## src/rtl/hazard_scoreboard_unit.sv

```systemverilog
// hazard_scoreboard_unit
//   ID-stage hazard unit for the RV32IM pipeline. It resolves operand
//   forwarding from the downstream stages, detects load-use hazards, and
//   tracks a single outstanding multi-cycle MUL/DIV operation. That tracking
//   drives the RAW, WAW and structural stalls. It also reports the stall
//   cause and keeps a saturating count of stalled cycles.
//
// Ports
//   clk, reset_n              clock (rising edge), async active-low reset
//   rs1_id, rs2_id            ID source registers
//   rs1_used_id, rs2_used_id  ID instruction actually reads rs1 / rs2
//   rd_id, we_id              ID destination register and write enable
//   is_mdu_id                 ID instruction is a multi-cycle MUL/DIV
//   rd_stage, we_stage        per-stage destination / write enable (0 = EX)
//   is_load_ex                EX instruction is a load
//   mdu_issue                 MDU op leaves ID this cycle (rd from rd_id)
//   flush                     pipeline flush, kills the outstanding MDU op
//   stall_pipeline            stall PC/IF/ID
//   stall_cause               00 none, 01 load-use, 10 MDU RAW/WAW, 11 MDU structural
//   forward_rs1, forward_rs2  0 = register file, i+1 = forward from stage i
//   mdu_busy, mdu_done        MDU op outstanding / result ready this cycle
//   stall_count               saturating count of stalled cycles
module hazard_scoreboard_unit #(
    parameter int NUM_FWD_STAGES = 3,
    parameter int MDU_LATENCY    = 34,
    parameter int CNT_W          = 32,
    parameter int SEL_W          = 2
) (
    input  logic                          clk,
    input  logic                          reset_n,
    input  logic [4:0]                    rs1_id,
    input  logic [4:0]                    rs2_id,
    input  logic                          rs1_used_id,
    input  logic                          rs2_used_id,
    input  logic [4:0]                    rd_id,
    input  logic                          we_id,
    input  logic                          is_mdu_id,
    input  logic [5*NUM_FWD_STAGES-1:0]   rd_stage,
    input  logic [NUM_FWD_STAGES-1:0]     we_stage,
    input  logic                          is_load_ex,
    input  logic                          mdu_issue,
    input  logic                          flush,
    output logic                          stall_pipeline,
    output logic [1:0]                    stall_cause,
    output logic [SEL_W-1:0]              forward_rs1,
    output logic [SEL_W-1:0]              forward_rs2,
    output logic                          mdu_busy,
    output logic                          mdu_done,
    output logic [CNT_W-1:0]              stall_count
);

    localparam logic [7:0] LAT_M1 = 8'(MDU_LATENCY - 1);

    function automatic logic [CNT_W-1:0] sat_inc(input logic [CNT_W-1:0] v);
        return (&v) ? v : v + CNT_W'(1);
    endfunction

    logic       busy;
    logic [4:0] mdu_rd;
    logic [7:0] cnt;
    logic       issue_ok;
    logic       lu_hz;
    logic       mr_hz;
    logic       ms_hz;
    logic       cnt_zero;

    // Forwarding: scan from the oldest stage down so the youngest match wins.
    always_comb begin
        forward_rs1 = '0;
        forward_rs2 = '0;
        for (int i = NUM_FWD_STAGES - 1; i >= 0; i--) begin
            if (we_stage[i] && rd_stage[5*i +: 5] == rs1_id && rs1_id != 5'd0)
                forward_rs1 = SEL_W'(i + 1);
            if (we_stage[i] && rd_stage[5*i +: 5] == rs2_id && rs2_id != 5'd0)
                forward_rs2 = SEL_W'(i + 1);
        end
    end

    assign cnt_zero = (cnt == 8'd0);

    assign lu_hz = is_load_ex && we_stage[0] && rd_stage[4:0] != 5'd0 &&
                   ((rs1_used_id && rs1_id == rd_stage[4:0]) ||
                    (rs2_used_id && rs2_id == rd_stage[4:0]));

    // MR stays up through the done cycle; the result is only forwardable
    // from EX on the following cycle.
    assign mr_hz = busy && mdu_rd != 5'd0 &&
                   ((rs1_used_id && rs1_id == mdu_rd) ||
                    (rs2_used_id && rs2_id == mdu_rd) ||
                    (we_id && rd_id == mdu_rd));

    // Released in the done cycle so a second MDU op can issue back-to-back.
    assign ms_hz = busy && !cnt_zero && is_mdu_id;

    // An issue while busy with cnt!=0 is illegal and simply ignored.
    assign issue_ok = mdu_issue && !flush && (!busy || cnt_zero);

    always_ff @(posedge clk or negedge reset_n) begin
        if (!reset_n) begin
            busy   <= 1'b0;
            mdu_rd <= 5'd0;
            cnt    <= 8'd0;
        end else if (flush) begin
            busy <= 1'b0;
            cnt  <= 8'd0;
        end else if (issue_ok) begin
            busy   <= 1'b1;
            mdu_rd <= rd_id;
            cnt    <= LAT_M1;
        end else if (busy && !cnt_zero) begin
            cnt <= cnt - 8'd1;
        end else if (busy) begin
            busy <= 1'b0;
        end
    end

    assign mdu_busy = busy;
    assign mdu_done = busy && cnt_zero;

    // Stall outputs are forced low while reset is held, even though LU is
    // derived purely from inputs.
    always_comb begin
        stall_pipeline = reset_n && (lu_hz || mr_hz || ms_hz);
        stall_cause    = 2'b00;
        if (reset_n) begin
            if (ms_hz)
                stall_cause = 2'b11;
            else if (mr_hz)
                stall_cause = 2'b10;
            else if (lu_hz)
                stall_cause = 2'b01;
        end
    end

    always_ff @(posedge clk or negedge reset_n) begin
        if (!reset_n)
            stall_count <= '0;
        else if (stall_pipeline)
            stall_count <= sat_inc(stall_count);
    end

endmodule

```

## config.mk

```make
export PLATFORM = sky130hd
export DESIGN_NAME = hazard_scoreboard_unit
export DESIGN_NICKNAME = d
export VERILOG_FILES = /design/src/rtl/hazard_scoreboard_unit.sv
export SDC_FILE = /design/constraint.sdc
export NUM_CORES = 1
export LEC_CHECK = 0
export BUFFER_PORTS_ARGS = -buffer_cell sky130_fd_sc_hd__buf_2
export CORE_MARGIN = 2
export CORE_UTILIZATION = 25
export CTS_CLUSTER_SIZE = 14
export DETAILED_ROUTE_END_ITERATION = 10
export PLACE_DENSITY = 0.45
export SLEW_MARGIN = 20
export SYNTH_ARGS = -nofsm -noshare
export SYNTH_HDL_FRONTEND = slang
export SYNTH_SLANG_ARGS = --single-unit
```

## constraint.sdc

```tcl
create_clock -name clk -period 2.9 [get_ports clk]
set_clock_uncertainty 0.2 [all_clocks]
set_input_delay 0.58 -clock clk [delete_from_list [all_inputs] [get_ports clk]]
set_output_delay 0.58 -clock clk [all_outputs]
set_load 0.005 [all_outputs]
```

* After elaboration in Yosys (flattened, before gate mapping)
Index checks and enable logic that the tools add are counted.
** Word-level totals
- Flip-flop bits (word level) :: 46
- Input port bits :: 42
- Output and inout bits :: 41
- Word-level logic and storage cells :: 82
** Cells by class
- Add/sub/neg operators :: 2
- Equal/unequal tests :: 12
- Mux-type cells :: 16
- Bitwise logic cells :: 2
- Reductions and logical operators :: 46
** Operators with widths (number)
- $eq 5x5->1 :: 11
- $add 32x1->32 const B :: 1
- $reduce_and 32->1 :: 1
- $logic_and 1x1->1 :: 28
- $mux 8 :: 3
- $reduce_bool 5->1 :: 4
- $mux 2 :: 9
- $logic_not 8->1 :: 1
- $sub 8x1->8 const B :: 1
- $logic_or 1x1->1 :: 6
- $mux 1 :: 4
- $reduce_and 2->1 :: 2
- $logic_not 1->1 :: 3
- $ne 3x3->1 const B :: 1
- $reduce_bool 3->1 :: 1
- $not 1->1 :: 2

* Depth between registers and ports, before layout
- Depth in word-level cells :: 9
- Depth in mapped cells :: 10
- Mapped depth without buffers :: 8

* Worst setup path after synthesis
OpenSTA, ideal clock, no wires.
- Path type :: input to output
- Start :: input rs1_id[3]
- End :: output stall_pipeline
- Arrival time :: 1.996 ns
- Data required time :: 2.120 ns
- Setup slack :: 0.124 ns
- Stages on the path :: 9
- Path buffers :: 3
- Cells stage by stage :: buf_2 -> xor2_1 -> nor4_2 -> nand3_1 -> a31o_1 -> and3_4 -> buf_6 -> buf_6 -> nor2b_1
** Between the ends
- Longest elaborated chain between the ends :: 8
- Elaborated cells between the ends (all ways) :: 12
- Classes of those cells :: 2 x eq/ne; 10 x reduce/logical
** RTL lines
- start: declaration :: RTL line 31 : input logic [4:0] rs1_id,
- $eq 5x5->1 :: RTL line 88 : ((rs1_used_id && rs1_id == mdu_rd) ||
- $logic_and 1x1->1 :: RTL line 88
- $logic_or 1x1->1 :: RTL line 88
- $logic_or 1x1->1 :: RTL line 89 : (rs2_used_id && rs2_id == mdu_rd) ||
- $logic_and 1x1->1 :: RTL line 87 : assign mr_hz = busy && mdu_rd != 5'd0 &&
- $logic_or 1x1->1 * (2 in series) :: RTL line 123 : stall_pipeline = reset_n && (lu_hz || mr_hz || ms_hz);
- $logic_and 1x1->1 * :: RTL line 123
- end: declaration :: RTL line 43 : output logic stall_pipeline,
Every way passes the cells marked *; elsewhere a longest branch is shown, timed or not.

* Worst setup path after layout
- Start :: register mdu_rd[0]
- End :: output stall_cause[0]
** Between the ends
- Longest elaborated chain between the ends :: 8
- Elaborated cells between the ends (all ways) :: 14
- Classes of those cells :: 3 x eq/ne; 3 x mux; 8 x reduce/logical
** RTL lines
- start: declaration :: RTL line 59 : logic [4:0] mdu_rd;
- start signal: assignment :: RTL line 108 : mdu_rd <= rd_id;
- $eq 5x5->1, on equally long branches :: RTL line 88, 89
- $logic_and 1x1->1, on equally long branches :: RTL line 88, 89
- $logic_or 1x1->1 :: RTL line 88
- $logic_or 1x1->1 :: RTL line 89
- $logic_and 1x1->1 * :: RTL line 87
- $mux 2 * :: RTL line 128 : else if (mr_hz)
- $mux 2 * :: RTL line 126 : if (ms_hz)
- $mux 2 * :: RTL line 125 : if (reset_n) begin
- end: declaration :: RTL line 44 : output logic [1:0] stall_cause,
Marks and branches as above.

==> metrics.txt <==
number of flops mapped to enable cells by yosys 0; worst path arrival time 2.04 ns; post-synthesis average cell area 9.493 sq um; clk buf depth 2; RSZ-0062 raised after global routing yes; final hold vios 0; most frequent cells in the layout 82 x buf_2, 51 x xor2_1, 42 x dfrtp_1, 27 x xnor2_1, 27 x nand3_1; GRT Overall Usage about an eighth; CTS Sinks 46; Remaining Overflow, GRT 0; Slew Viols, Final 0; Synth Area in Adders 1.191%; WL/cell approximately 14 um; fillcell total between 1k and 1.5k; Crit Reg-Reg Endpoint stall_count[2]$_DFFE_PN0P_; worst hold-check path type in2async; routed vias between 2k and 3k; post-DR vias/cell between 4 and 5; initial antenna violation count 0; IO buf count 82; Pre-antenna DRT Iters 4; PwrDens about 450 nW/um^2; FF+latch count, synth 46; Routed Wire Length roughly 8400 um; maximum fanout along the worst path 4; Post-CTS Hold Buffers 0; die area 13520 sq um; largest family of logic cells by synthesized area simple AND/OR/NAND/NOR gates; CTS buffer count 5; simple-gate share of the synthesized area ~30%; Async SR Flop Fraction 100.0%; core area between 10000 and 15000 sq um; Setup TNS 0 ns; CTS tree yes; Fmax roughly 0.35 GHz; multiplexer share of the synthesized area under 10%; # DRC 0; Seq/Total Area, Yosys roughly 37%; Total Power 1.785 mW; Rows a little over 40; worst-case reg-to-reg path depth 8; CTS root buffer clkbuf_16; Critical Path Start Type flip-flop; Worst Path Required around 2.1 ns; XOR/XNOR Fraction of Synth Area between 20% and 30%; fin crit share between 90% and 100%; Syn Nets around 380; Reg clk slew, reported paths 0.07 ns; HPWL reported at the end of detailed placement 6416 um; number of max-cap violations 0; Min Hold Slack roughly 0.18 ns; die width roughly 120 um; Critical R2R Launch mdu_rd[0]$_DFFE_PN0P_; gpl congestion 0.7975; H-tree level count 2; largest net degree at the start of global routing 36; share of layout cells above drive strength 1 between 30 and 40%; Worst setup EP type primary output; complex-gate fraction of the synthesized area 3.732%; Crit Path Category reg2out; Layout area overhead 26.96%; vias in the first global route between 2k and 3k; Distinct cells, synth 42; actual slew at the worst max-slew pin between 0.4 and 0.5 ns; first-pass GRT wire length roughly 13000 um; diode count 0; Starting Density 25.28%; Die H 116.3 um; Most used DFF post-synth dfrtp_1; Mapped Cells between 300 and 400; Leak Pwr 1.894 nW; mapped cell area roughly 3200 sq um; Register Area between 1000 and 1500 sq um; Routed Antenna Nets 0; Tmin final about 2.8 ns; final setup violation count 0; multi-input logic area 1883 sq um; reg2reg setup slack roughly 0.24 ns; drt first-iter violations ~110; clock latency at the later pin of the worst-skew pair between 0.2 and 0.3 ns; status finished, final reports clean; Layout Nets about 470; commonest non-fill, non-tap cell in the layout buf_2; worst rel slew slack 67.44%; VDD IR-drop max 0.2279 mV; number of I/O pins 83; Ys Warns 0
[metrics by stage]
step	cells	util (%)	cell area, sq um	setup slack, ns
2_1_floorplan	332	-	3152	0.1244
4_1_cts	592	31.75	3958	0.02497
5_1_grt	595	32.10	4001	-0.04488
6_report	595	32.10	4001	0.07658
3_5_place_dp	584	30.47	3799	0.02100
3_3_place_gp	584	30.47	3799	0.07093
[logic make-up after synthesis]
group,after synthesis
XOR/XNOR,78
adder cells (fa/ha/maj),3
buffers and inverters,25
multiplexers,7
AND/OR/NAND/NOR,157
AO/OA/AOI/OAI,16
flip-flops,46
[per-layer routing]
layer	vias to the layer above	GRT usage (%)	wire (um)
li1	1357	-	-
met1	1331	18.11	4140
met2	57	19.19	3728
met3	12	2.283	379
met4	0	4.048	168
met5	-	0	0
[flip-flops by register name, summed over array words and instances, names as in the netlist]
| name | count |
|---|---|
| stall_count | 32 |
| cnt | 8 |
| mdu_busy | 1 |
| mdu_rd | 5 |
[worst max-delay path: stages (launching register included)]
cell	delay (ns)
dfrtp_2	0.43
or4_1	0.51
o21ai_1	0.15
a31o_1	0.15
or2b_1	0.24
a21boi_2	0.14
buf_2	0.13
[timing repair]
| item | CTS | global route |
|---|---|---|
| setup endpoints to repair | 2 | 3 |
| pin swaps | 0 | 6 |
| setup buffers | 0 | 3 |
| resized for setup | 5 | 6 |
[worst max-delay path by stage]
| stage | from | to | slack, ns | cells past startpoint |
|---|---|---|---|---|
| floorplan | rs1_id[3] | stall_pipeline | 0.12 | 9 |
| global placement | rs2_id[3] | stall_pipeline | 0.07 | 8 |
| detailed placement | rs1_id[3] | stall_pipeline | 0.02 | 8 |
| CTS | mdu_rd[0]$_DFFE_PN0P_ | stall_cause[0] | 0.02 | 6 |
| global route | mdu_rd[0]$_DFFE_PN0P_ | stall_cause[0] | -0.04 | 6 |
| finish | mdu_rd[0]$_DFFE_PN0P_ | stall_cause[0] | 0.08 | 6 |
[final cells by class]
type	count	share of cell area, %
sequential	46	28.89
multi-input combinational	261	47.06
tap	172	5.378
inverter	6	0.5629
clock buffer	7	3.565
timing repair buffer	102	14.32
clock inverter	1	0.2189
[where the power goes]
group	leakage [nW]	internal, mW	switching (mW)
logic	1.21	0.198	0.208
registers	0.606	0.695	0.0744
clock network	0.0745	0.347	0.262
[Yosys cell counts, types with 2 or more instances]
cell type	instances	area, sq um
xor2_1	51	446.7
dfrtp_1	46	1151
nand3_1	27	135.1
xnor2_1	27	236.5
nor2_1	25	93.84
nor3_1	22	110.1
nand4_1	21	131.4
nand2_1	17	63.81
clkbuf_1	8	30.03
and3_1	7	43.79
inv_1	6	22.52
mux2_2	6	67.56
nor4_1	6	37.54
nor4_2	6	75.07
buf_2	5	25.02
buf_6	5	56.30
nor4b_2	5	75.07
or4_1	5	37.54
a21oi_1	3	15.01
ha_1	3	37.54
nor2b_1	3	18.77
a21boi_0	2	15.01
a21o_1	2	15.01
and4_1	2	17.52
and4bb_2	2	25.02
nor4b_1	2	17.52
o31a_1	2	17.52
or3_1	2	12.51
No activity file was read; power rests on OpenSTA's default activity.
